**src/rtl/step_arbiter.sv**
```systemverilog
// step_arbiter: round-robin sharing of one step_controller among N_REQ requesters, one job in flight.
// Optional macro STEP_ARB_STATS_EN adds stat_cnt, a saturating 16-bit response counter per requester.
module step_arbiter #(
    parameter int unsigned N_REQ = 4,
    parameter int unsigned DW    = 8
) (
    input  logic                clk,
    input  logic                rst,
    input  logic [N_REQ-1:0]    req,
    input  logic [N_REQ*DW-1:0] req_data,
    output logic [N_REQ-1:0]    gnt,
    output logic [N_REQ-1:0]    rsp_valid,
    output logic [DW-1:0]       rsp_data,
    output logic                busy,
    output logic                sc_start,
    output logic [DW-1:0]       sc_data_in,
    input  logic [DW-1:0]       sc_data_out,
    input  logic                sc_done
`ifdef STEP_ARB_STATS_EN
    ,
    output logic [N_REQ*16-1:0] stat_cnt
`endif
);

    localparam int unsigned PW = (N_REQ > 1) ? $clog2(N_REQ) : 1;

    typedef enum logic [1:0] {
        IDLE  = 2'd0,
        ISSUE = 2'd1,
        WAIT  = 2'd2
    } state_e;

    state_e            state_q, state_d;
    logic [PW-1:0]     owner_q, owner_d;
    logic [PW-1:0]     rr_q, rr_d;
    logic [N_REQ-1:0]  gnt_q, gnt_d;
    logic [N_REQ-1:0]  rsp_valid_q, rsp_valid_d;
    logic [DW-1:0]     rsp_data_q, rsp_data_d;
    logic              busy_q, busy_d;
    logic              sc_start_q, sc_start_d;
    logic [DW-1:0]     sc_data_in_q, sc_data_in_d;

    logic              win_vld_c;
    logic [PW-1:0]     win_idx_c;

    // Winner = first requester at or after rr_q+1; scanning downward lets the nearest offset overwrite.
    always_comb begin
        int unsigned idx;
        idx       = 0;
        win_vld_c = 1'b0;
        win_idx_c = '0;
        for (int unsigned k = N_REQ; k > 0; k--) begin
            idx = (32'(rr_q) + k) % N_REQ;
            if (req[PW'(idx)]) begin
                win_vld_c = 1'b1;
                win_idx_c = PW'(idx);
            end
        end
    end

    // Next-state and registered-output logic
    always_comb begin
        state_d      = state_q;
        owner_d      = owner_q;
        rr_d         = rr_q;
        gnt_d        = '0;
        rsp_valid_d  = '0;
        rsp_data_d   = rsp_data_q;
        busy_d       = busy_q;
        sc_start_d   = 1'b0;
        sc_data_in_d = sc_data_in_q;
        case (state_q)
            IDLE: begin
                busy_d = 1'b0;
                if (win_vld_c) begin
                    owner_d            = win_idx_c;
                    sc_data_in_d       = req_data[32'(win_idx_c)*DW +: DW];
                    gnt_d[win_idx_c]   = 1'b1;
                    sc_start_d         = 1'b1;
                    busy_d             = 1'b1;
                    state_d            = ISSUE;
                end
            end
            ISSUE: begin
                busy_d  = 1'b1;
                state_d = WAIT;
            end
            WAIT: begin
                busy_d = 1'b1;
                if (sc_done) begin
                    rsp_data_d           = sc_data_out;
                    rsp_valid_d[owner_q] = 1'b1;
                    rr_d                 = owner_q;
                    busy_d               = 1'b0;
                    state_d              = IDLE;
                end
            end
            default: begin
                busy_d  = 1'b0;
                state_d = IDLE;
            end
        endcase
    end

    always_ff @(posedge clk) begin
        if (rst) begin
            state_q      <= IDLE;
            owner_q      <= '0;
            rr_q         <= PW'(N_REQ - 1);
            gnt_q        <= '0;
            rsp_valid_q  <= '0;
            rsp_data_q   <= '0;
            busy_q       <= 1'b0;
            sc_start_q   <= 1'b0;
            sc_data_in_q <= '0;
        end else begin
            state_q      <= state_d;
            owner_q      <= owner_d;
            rr_q         <= rr_d;
            gnt_q        <= gnt_d;
            rsp_valid_q  <= rsp_valid_d;
            rsp_data_q   <= rsp_data_d;
            busy_q       <= busy_d;
            sc_start_q   <= sc_start_d;
            sc_data_in_q <= sc_data_in_d;
        end
    end

    assign gnt        = gnt_q;
    assign rsp_valid  = rsp_valid_q;
    assign rsp_data   = rsp_data_q;
    assign busy       = busy_q;
    assign sc_start   = sc_start_q;
    assign sc_data_in = sc_data_in_q;

`ifdef STEP_ARB_STATS_EN
    logic [N_REQ-1:0][15:0] stat_q;

    // Counts delivered responses per requester, sticking at all-ones
    always_ff @(posedge clk) begin
        if (rst) begin
            stat_q <= '0;
        end else begin
            for (int i = 0; i < int'(N_REQ); i++) begin
                if (rsp_valid_q[i] && (stat_q[i] != 16'hFFFF)) begin
                    stat_q[i] <= stat_q[i] + 16'd1;
                end
            end
        end
    end

    assign stat_cnt = stat_q;
`endif

endmodule

```
**config.mk**
```make
export PLATFORM = sky130hd
export DESIGN_NAME = step_arbiter
export DESIGN_NICKNAME = d
export VERILOG_FILES = /design/src/rtl/step_arbiter.sv
export SDC_FILE = /design/constraint.sdc
export NUM_CORES = 1
export LEC_CHECK = 0
export BUFFER_PORTS_ARGS = -buffer_cell sky130_fd_sc_hd__buf_4
export CAP_MARGIN = 5
export CORE_MARGIN = 4
export CORE_UTILIZATION = 45
export DETAILED_ROUTE_END_ITERATION = 6
export MAX_ROUTING_LAYER = met4
export PLACE_DENSITY = 0.78
export SLEW_MARGIN = 15
export SYNTH_ARGS = -nofsm -noshare
export SYNTH_HDL_FRONTEND = slang
export SYNTH_SLANG_ARGS = --single-unit
```
**constraint.sdc**
```tcl
create_clock -name clk -period 1.85 [get_ports clk]
set_input_delay 0.0925 -clock clk [delete_from_list [all_inputs] [get_ports clk]]
set_output_delay 0.0925 -clock clk [all_outputs]
set_load 0.05 [all_outputs]
```
==> results.txt, run 1 <==
- The flow ran to the end, and the final reports show no timing, DRC or antenna violations.
- Slew at the pin closest to its max-slew limit: 0.5639 ns
* Final weighted congestion in routability-driven placement: 0.7754
* Asr flop ratio synth: 0%
* Hold path startpoint: sc_data_out[5]
- Setup violations remaining at the end of the flow were counted as 0.
- The final hold violation count came to 0.
- IR drop worst, VDD: 0.5912 mV
* Netlist Area Pre-Place: ~0.0015 mm2
- Clock buffer count from CTS: 5
- Net count of the mapped netlist: 210
- Worst endpoint data arrival time: 1.77 ns
- Number of standard-cell rows in the floorplan: 20
- The floorplan step set the die height to 65.91 um.
- Antenna-violating nets left: 0
- Relative slew slack: approximately 62%
- Summed over all nets, the half-perimeter wirelength after detailed placement is about 3 mm.
- Required time at the endpoint of the critical path: just over 2 ns
- In the synthesized netlist, the number of instances is roughly 160.
- Tracing the worst setup path back leads to its startpoint at rr_q[0].
- The later pin in the worst-skew pair is clocked with a latency of approximately 0.34 ns.
* Total grt overflow: 0
- Layout overhead on the synthesized area: 45.11%
- The repair_antennas step left the layout with diodes totalling 0.
* Horiz. Die Dim: 65.91 um
- The critical path ends at sc_data_in[6].
- Endpoint type of the worst setup path: flip-flop
- Sum of buffers and inverters on the critical path: 0
* Die area: 0.004343 mm2
- CTS built an H-tree with a depth of 2.
* Unique masters post-synth: 31
- For this design the ratio of total power to cell area is around 850 mW/mm2.
- In the final layout, the share of cells above drive strength 1 is 40.08%.
- In the final routing, the length of wire on met1 measures between 1.5 and 2 mm.
- Worst Clk Skew: around 0.0066 ns
- Worst setup path category: flip-flop to flip-flop
* Most used flip-flop cell after synthesis: sky130_fd_sc_hd__dfxtp_1
- The core region is between 0.003 and 0.004 mm2.
* Routed vias/inst: approximately 5.2
- In this run, synthesis produced a sequential element count of 32.
* Wire length of the first global-routing pass: 6.603 mm
- For this run, the post-layout net count is ~290.
- Entering global routing, the biggest net connects 31 pins.
- Counting flops with a built-in enable in the synthesized netlist gives 0.
* Yosys warning count: 0
* Final period utilization: 84.87%
* Post-route minimum period: about 1.6 ns
- Static timing analysis puts the maximum clock frequency at 636.9 MHz.
- Along the worst path, the maximum fanout reaches 9.
- Number of global-route vias before repair: between 1000 and 1500
* Drt first-iter violations: 69
* Unrepaired setup endpoints after global routing: no
- In this run the critical register-to-register path is captured at sc_data_in[6].
- Type of the worst min-delay path: primary input to flip-flop
* Post-route insts no fill: 286
* Final Routed Wirelength: just over 4 mm
- CP max-delay cell: sky130_fd_sc_hd__a311o_2
- Drt pass-1 iters: 4
- Max-cap violations in this run came to 0.
* R2r setup slk: 0.28 ns
- Clock input transition at the sequential cells of the worst setup and hold paths: 0.09 ns
* Detailed-routed wire length on met3: roughly 320 um
- Global routing consumed, over all layers together, 20.07% of the routing resources.
- Post-synthesis sequential area ratio: between 40% and 50%
* Post-route DRC: 0
- Summed over all failing endpoints, the final setup total negative slack is 0 ns.
- The kind of cell with the highest combined delay along the critical path is compound AO/OA/AOI/OAI gates.
- Traced cell by cell, the critical path runs through nand2b_1, a311o_2, nor2_2, a211oi_1.
- In this design, the stage delay of the slowest critical-path cell is ~0.45 ns.
- Summed over all nets, wire length on met2 after detailed routing comes to roughly 2.0 mm.
- The tree is rooted in a sky130_fd_sc_hd__clkbuf_4.
* Depth of the worst register-to-register path: 4
- Including well taps, the total number of placed cells is ~270.
- Final Max Slew Viols: 0
* Buffers from clock root to sink, at most: 2
- TritonCTS built the clock tree.
- For this configuration, the core starts out at a cell density of approximately 48%.
- Highest Signal Layer: met4
- Via Count: ~1500
* Clock Sink Count: 32
- Depth of the critical timing path with buffers and inverters included: 4
- Average routed wire per standard cell: 14.36 um
- Static Leak: between 1 and 1.5 nW
* Startpoint Class: flip-flop
* Number of buffers added on ports: 72
- Antenna violations before repair: 0
- Launch instance of the worst register-to-register path: rr_q[0]
- 73 I/O pins were placed.
- Each instance of the synthesized netlist takes up on average just over 9 um2.
final cells by class:
type                    instances  area [um2]
fillers                       257       938.4
multi-input cells             110       743.2
flip-flops and latches         32       640.6
repair buffers                 83       640.6
well taps                      44       55.05
clock buffers                   6       41.29
clock inverters                 2       35.03
inverters                       9       33.78
synthesized netlist by cell type (2+ instances only):
cell type                  instances  area share [%]
sky130_fd_sc_hd__a21oi_1          11             3.6
sky130_fd_sc_hd__nor2_1            7             1.7
sky130_fd_sc_hd__nor4b_1           3             1.7
sky130_fd_sc_hd__buf_6             4             3.0
sky130_fd_sc_hd__inv_1             9             2.2
sky130_fd_sc_hd__dfxtp_1          32              42
sky130_fd_sc_hd__nand3b_1          3             1.5
sky130_fd_sc_hd__nand2_1          21             5.2
sky130_fd_sc_hd__a31oi_1           8             3.3
sky130_fd_sc_hd__mux2i_1           8             5.3
sky130_fd_sc_hd__clkbuf_1          7             1.7
sky130_fd_sc_hd__a211oi_1          8             4.0
sky130_fd_sc_hd__a211oi_2          9             7.5
sky130_fd_sc_hd__nand2b_1          5             2.1
sky130_fd_sc_hd__and3_1            2            0.83
sky130_fd_sc_hd__o21bai_1          8             4.0
sky130_fd_sc_hd__nor4_1            3             1.2
sky130_fd_sc_hd__a21o_1            2            0.99
sequential cells by signal, indices dropped and copies added, names as in the netlist:
| signal | flops |
|---|---|
| rsp_valid | 4 |
| rr_q | 2 |
| sc_start | 1 |
| busy | 1 |
| gnt | 4 |
| owner_q | 2 |
| rsp_data | 8 |
| sc_data_in | 8 |
| state_q | 2 |
layer usage:
metal	GRT usage [%]	vias up
li1	-	739
met1	23.30	685
met2	32.42	59
met3	6.633	11
met4	6.995	0
met5	-	-
cells by family (layout without fill, tap and decap cells):
family / count (synthesis) / in the layout / share of synthesized area, %
mux: 8 / 8 / 5.307
buf+inv: 21 / 100 / 8.292
compound gates: 49 / 49 / 25.37
simple gates: 53 / 53 / 18.58
flops: 32 / 32 / 42.45
stage by stage:
step	area [um2]	setup slack (ns)	total power [W]	util [%]	hold WS, ns
6_report	2190	0.2798	0.001855	70.00	0.01468
5_1_grt	2190	0.2061	0.001949	70.00	0.02243
4_1_cts	2190	0.2870	0.001877	70.00	0.005383
3_5_place_dp	2043	0.3026	0.001343	65.32	0.3518
3_3_place_gp	2043	0.3542	0.001327	65.32	0.3402
2_1_floorplan	1509	0.3083	0.001165	-	0.1841
cell usage in the layout (no fill, tap or decap), drive strengths merged, types with 2 or more instances in the layout:
cell type    instances
a211oi              17
inv                  9
a31oi                8
nor2                 8
a21oi               11
clkbuf               6
nand2b               5
dfxtp               32
nand3b               3
nand2               22
dlygate4sd3          7
nor4                 3
o21bai               8
and3                 3
a21o                 2
nor4b                3
buf                 76
mux2i                8
tightest hold or removal path, delay by kind of cell:
family                 cells  cell delay, ns
buffers and inverters      1            0.11
AND/OR/NAND/NOR            1            0.05
AO/OA/AOI/OAI              1            0.05
where the power goes:
group / internal (W) / leakage, nW / total, W / switching, W
Sequential: 0.000743 / 0.262 / 0.000778 / 0.0000344
Combinational: 0.000226 / 0.698 / 0.000560 / 0.000333
Clock: 0.000283 / 0.0422 / 0.000518 / 0.000235
how the worst min path moves through the flow:
stage | to | cells after the start
after floorplan | sc_start | 1
after global placement | rsp_data[4] | 3
after detailed placement | rsp_data[0] | 3
after CTS | rsp_data[5] | 3
after global routing | rsp_data[5] | 3
final | rsp_data[5] | 3
what timing repair did:
action	CTS	global route
buffers inserted	0	0
endpoints found under the hold margin	7	0
hold buffers	7	0
resized for setup	0	0
(Power assumes the default switching activity.)
==> run 2, diff against run 1 <==
- CORE_UTILIZATION: 45 -> 41
- PLACE_DENSITY: 0.78 -> 0.75
- clock period: 1.85 -> 1.4 ns (I/O delays scaled with it)
==> results.txt, run 2 (synthesis results as in run 1) <==
* Outcome: finished, violations left (was finished clean)
- The final reports fail on setup timing.
- Final instance area: 0.002290 mm2 (was 0.002190 mm2)
- Core Box Area: 0.003442 mm2 (was 0.003128 mm2)
* Worst hold stages: 3 (unchanged)
- The total of endpoints with negative setup slack in the final report came to 1 (was 0).
- Max Fanout on Critical Path: 12 (was 9)
* Final TNS setup: -0.02953 ns (was 0 ns)
* Required time at the endpoint of the critical path: 1.56 ns (was 2.05 ns)
- Antenna violations before repair: 0 (unchanged)
- Worst Setup Slack post-DPL: -0.09727 ns (was 0.3026 ns)
- The layout overhead on the synthesized area came to 51.74% (was 45.11%).
- Number of violations of the max-capacitance limit: 0 (unchanged)
* Most common library cell in the layout ignoring fill and taps: sky130_fd_sc_hd__buf_4 (unchanged)
- Clock buffer count from CTS: 5 (unchanged)
- IR drop worst, VDD: 0.5036 mV (was 0.5912 mV)
- Unrepaired setup endpoints after global routing: yes (was no).
- The hold-fix buffer count after cts was 0 (was 7).
- The horizontal extent of the die is 68.67 um (was 65.91 um).
- The detailed-route vias per instance was 5.069 (was 5.224).
- Number of buffers added on ports: 72 (unchanged)
- Proportion of layout cells with a drive suffix above 1: 47.13% (was 40.08%)
* Worst Clk Skew: 0.001968 ns (was 0.006588 ns)
* Worst setup path category: flip-flop to flip-flop (unchanged)
* Drt pass-1 iters: 4 (unchanged)
- Clock Sink Count: 32 (unchanged)
- Number of standard-cell rows in the floorplan: 21 (was 20)
- Final weighted congestion in routability-driven placement: 0.8086 (was 0.7754)
- Commonest cells after routing, fill and taps aside: sky130_fd_sc_hd__buf_4 (83), sky130_fd_sc_hd__dfxtp_1 (30), sky130_fd_sc_hd__nand2_1 (21) (was sky130_fd_sc_hd__buf_4 (76), sky130_fd_sc_hd__dfxtp_1 (32), sky130_fd_sc_hd__nand2_1 (21)).
* Post-route DRC: 0 (unchanged)
- The highest-delay cell along the critical path is sky130_fd_sc_hd__dfxtp_2 (was sky130_fd_sc_hd__a311o_2).
- The CTS tree is built (unchanged).
- Final Max Slew Viols: 0 (unchanged)
- Clock latency of the later-clocked register in the worst-skew pair: 0.28 ns (was 0.34 ns)
* Vertical die dimension: 68.67 um (was 65.91 um)
* Via Count: 1470 (was 1494)
- The leakage power is 1.041 nW (was 1.002 nW).
- Effective utilization at floorplan: 43.84% (was 48.24%)
- Maximum level of the CTS H-tree: 2 (unchanged)
- The wire length after detailed routing was 3.787 mm (was 4.108 mm).
- Global router's overall resource usage: 17.45% (was 20.07%)
* Slew at the pin closest to its max-slew limit: 0.3035 ns (was 0.5639 ns)
- Number of ports placed on the die boundary: 73 (unchanged)
* Type of the worst min-delay path: primary input to flip-flop (unchanged)
* Endpoint type of the worst setup path: flip-flop (unchanged)
- The highest achievable clock rate was 699.5 MHz (was 636.9 MHz).
* Post-route minimum period: 1.430 ns (was 1.570 ns)
- The post-route fraction of the period consumed by the critical path was 102.1% (was 84.87%).
- The overall power was 0.002553 W (was 0.001855 W).
* Endpoints failing hold: 0 (unchanged)
* Worst endpoint data arrival time: 1.59 ns (was 1.77 ns)
- The net count of the finished layout was 290 (was 288).
* Startpoint Class: flip-flop (unchanged)
* Final cell utilization of the core: 66.52% (was 70.00%)
- The number of DRC markers after the initial detailed-route iteration came to 65 (was 69).
- Final worst setup slack: -0.02953 ns (was 0.2798 ns)
- The remaining number of nets flagged by the antenna check after routing is 0 (unchanged).
- Power density of the placed cells: 1115 mW/mm2 (was 847.1 mW/mm2)
* Die area: 0.004715 mm2 (was 0.004343 mm2)
- The instance area after placement was 0.002147 mm2 (was 0.002043 mm2).
- Ordered list of cells on the worst path: nand2b_4, a21bo_1, and3_4, buf_12, mux2i_2, a211oi_2 (was nand2b_1, a311o_2, nor2_2, a211oi_1).
* Wire length of the first global-routing pass: 5.982 mm (was 6.603 mm)
- The average wire length per cell after detail routing came to 13.06 um (was 14.36 um).
- The clock root buffer master is sky130_fd_sc_hd__clkbuf_8 (was sky130_fd_sc_hd__clkbuf_4).
- Clock input transition at the sequential cells of the worst setup and hold paths: 0.06 ns (was 0.09 ns)
- The pin count of the biggest net entering global routing was 31 (unchanged).
- Post-CTS setup buffer count: 0 (unchanged)
* Slowest stage delay, CP: 0.34 ns (was 0.45 ns)
* Number of global-route vias before repair: 1393 (was 1448)
- The worst slew margin relative to its limit came to 79.58% (was 62.06%).
- Number of antenna cells inserted: 0 (unchanged)
* Post-detail-place hpwl: 2.895 mm (was 2.995 mm)
* Total grt overflow: 0 (unchanged)
- The depth of the most critical reg-to-reg path was 6 (was 4).
- Buffers from clock root to sink, at most: 2 (unchanged)
[run 2: cell types whose count changed in the layout (fill, tap and decap cells not counted), moves of 5 or more]
cell and delta:
sky130_fd_sc_hd__dlygate4sd3_1 -7, sky130_fd_sc_hd__clkbuf_4 -5, sky130_fd_sc_hd__clkbuf_8 +6, sky130_fd_sc_hd__buf_4 +7
[run 2: through the flow]
| step | hold WS (ns) | instances |
|---|---|---|
| 6_report | 0.03613 | 290 |
| 4_1_cts | 0.02398 | 290 |
| 2_1_floorplan | 0.1617 | 163 |
| 3_3_place_gp | 0.3186 | 282 |
| 5_1_grt | 0.02343 | 290 |
| 3_5_place_dp | 0.3250 | 282 |
[run 2: routing by layer]
metal / vias up / global-route usage, % / routed length (um)
met1: 667 / 20.48 / 1610
met3: 2 / 5.673 / 422
met5: - / - / 0
met2: 63 / 28.72 / 1745
met4: 0 / 4.467 / 9
li1: 738 / - / -
[run 2: area by class of cell]
cell class / instances / area (um2)
inverter: 9 / 33.78
fill: 300 / 1152
timing repair buffer: 85 / 663.1
sequential: 32 / 643.1
multi-input combinational: 110 / 798.3
clock buffer: 7 / 86.33
clock inverter: 1 / 7.507
tap: 46 / 57.56
[run 2: worst paths after layout]
path / startpoint / end / slack [ns]
min reg2reg: rsp_data[6] / rsp_data[6] / 0.45
min: sc_data_out[6] / rsp_data[6] / 0.04
max reg2reg: rr_q[0] / sc_data_in[4] / -0.03
max: rr_q[0] / sc_data_in[4] / -0.03
[run 2: power by group]
part	switching [W]	internal, W	total (W)
registers	0.0000437	0.000984	0.00103
clock network	0.000321	0.000399	0.000720
logic	0.000459	0.000347	0.000806
total	0.000824	0.00173	0.00255
[run 2: repair_timing]
action | 4_1_cts | 5_1_grt
pin swaps | 2 | 8
gates resized for setup | 5 | 5
setup endpoints to repair | 9 | 12
[run 2: worst max-delay path, delay by kind of cell, from the launching register on]
kind | cells | cell delay, ns
flops | 1 | 0.34
simple gates | 2 | 0.34
mux | 1 | 0.26
compound gates | 2 | 0.22
buf+inv | 1 | 0.14
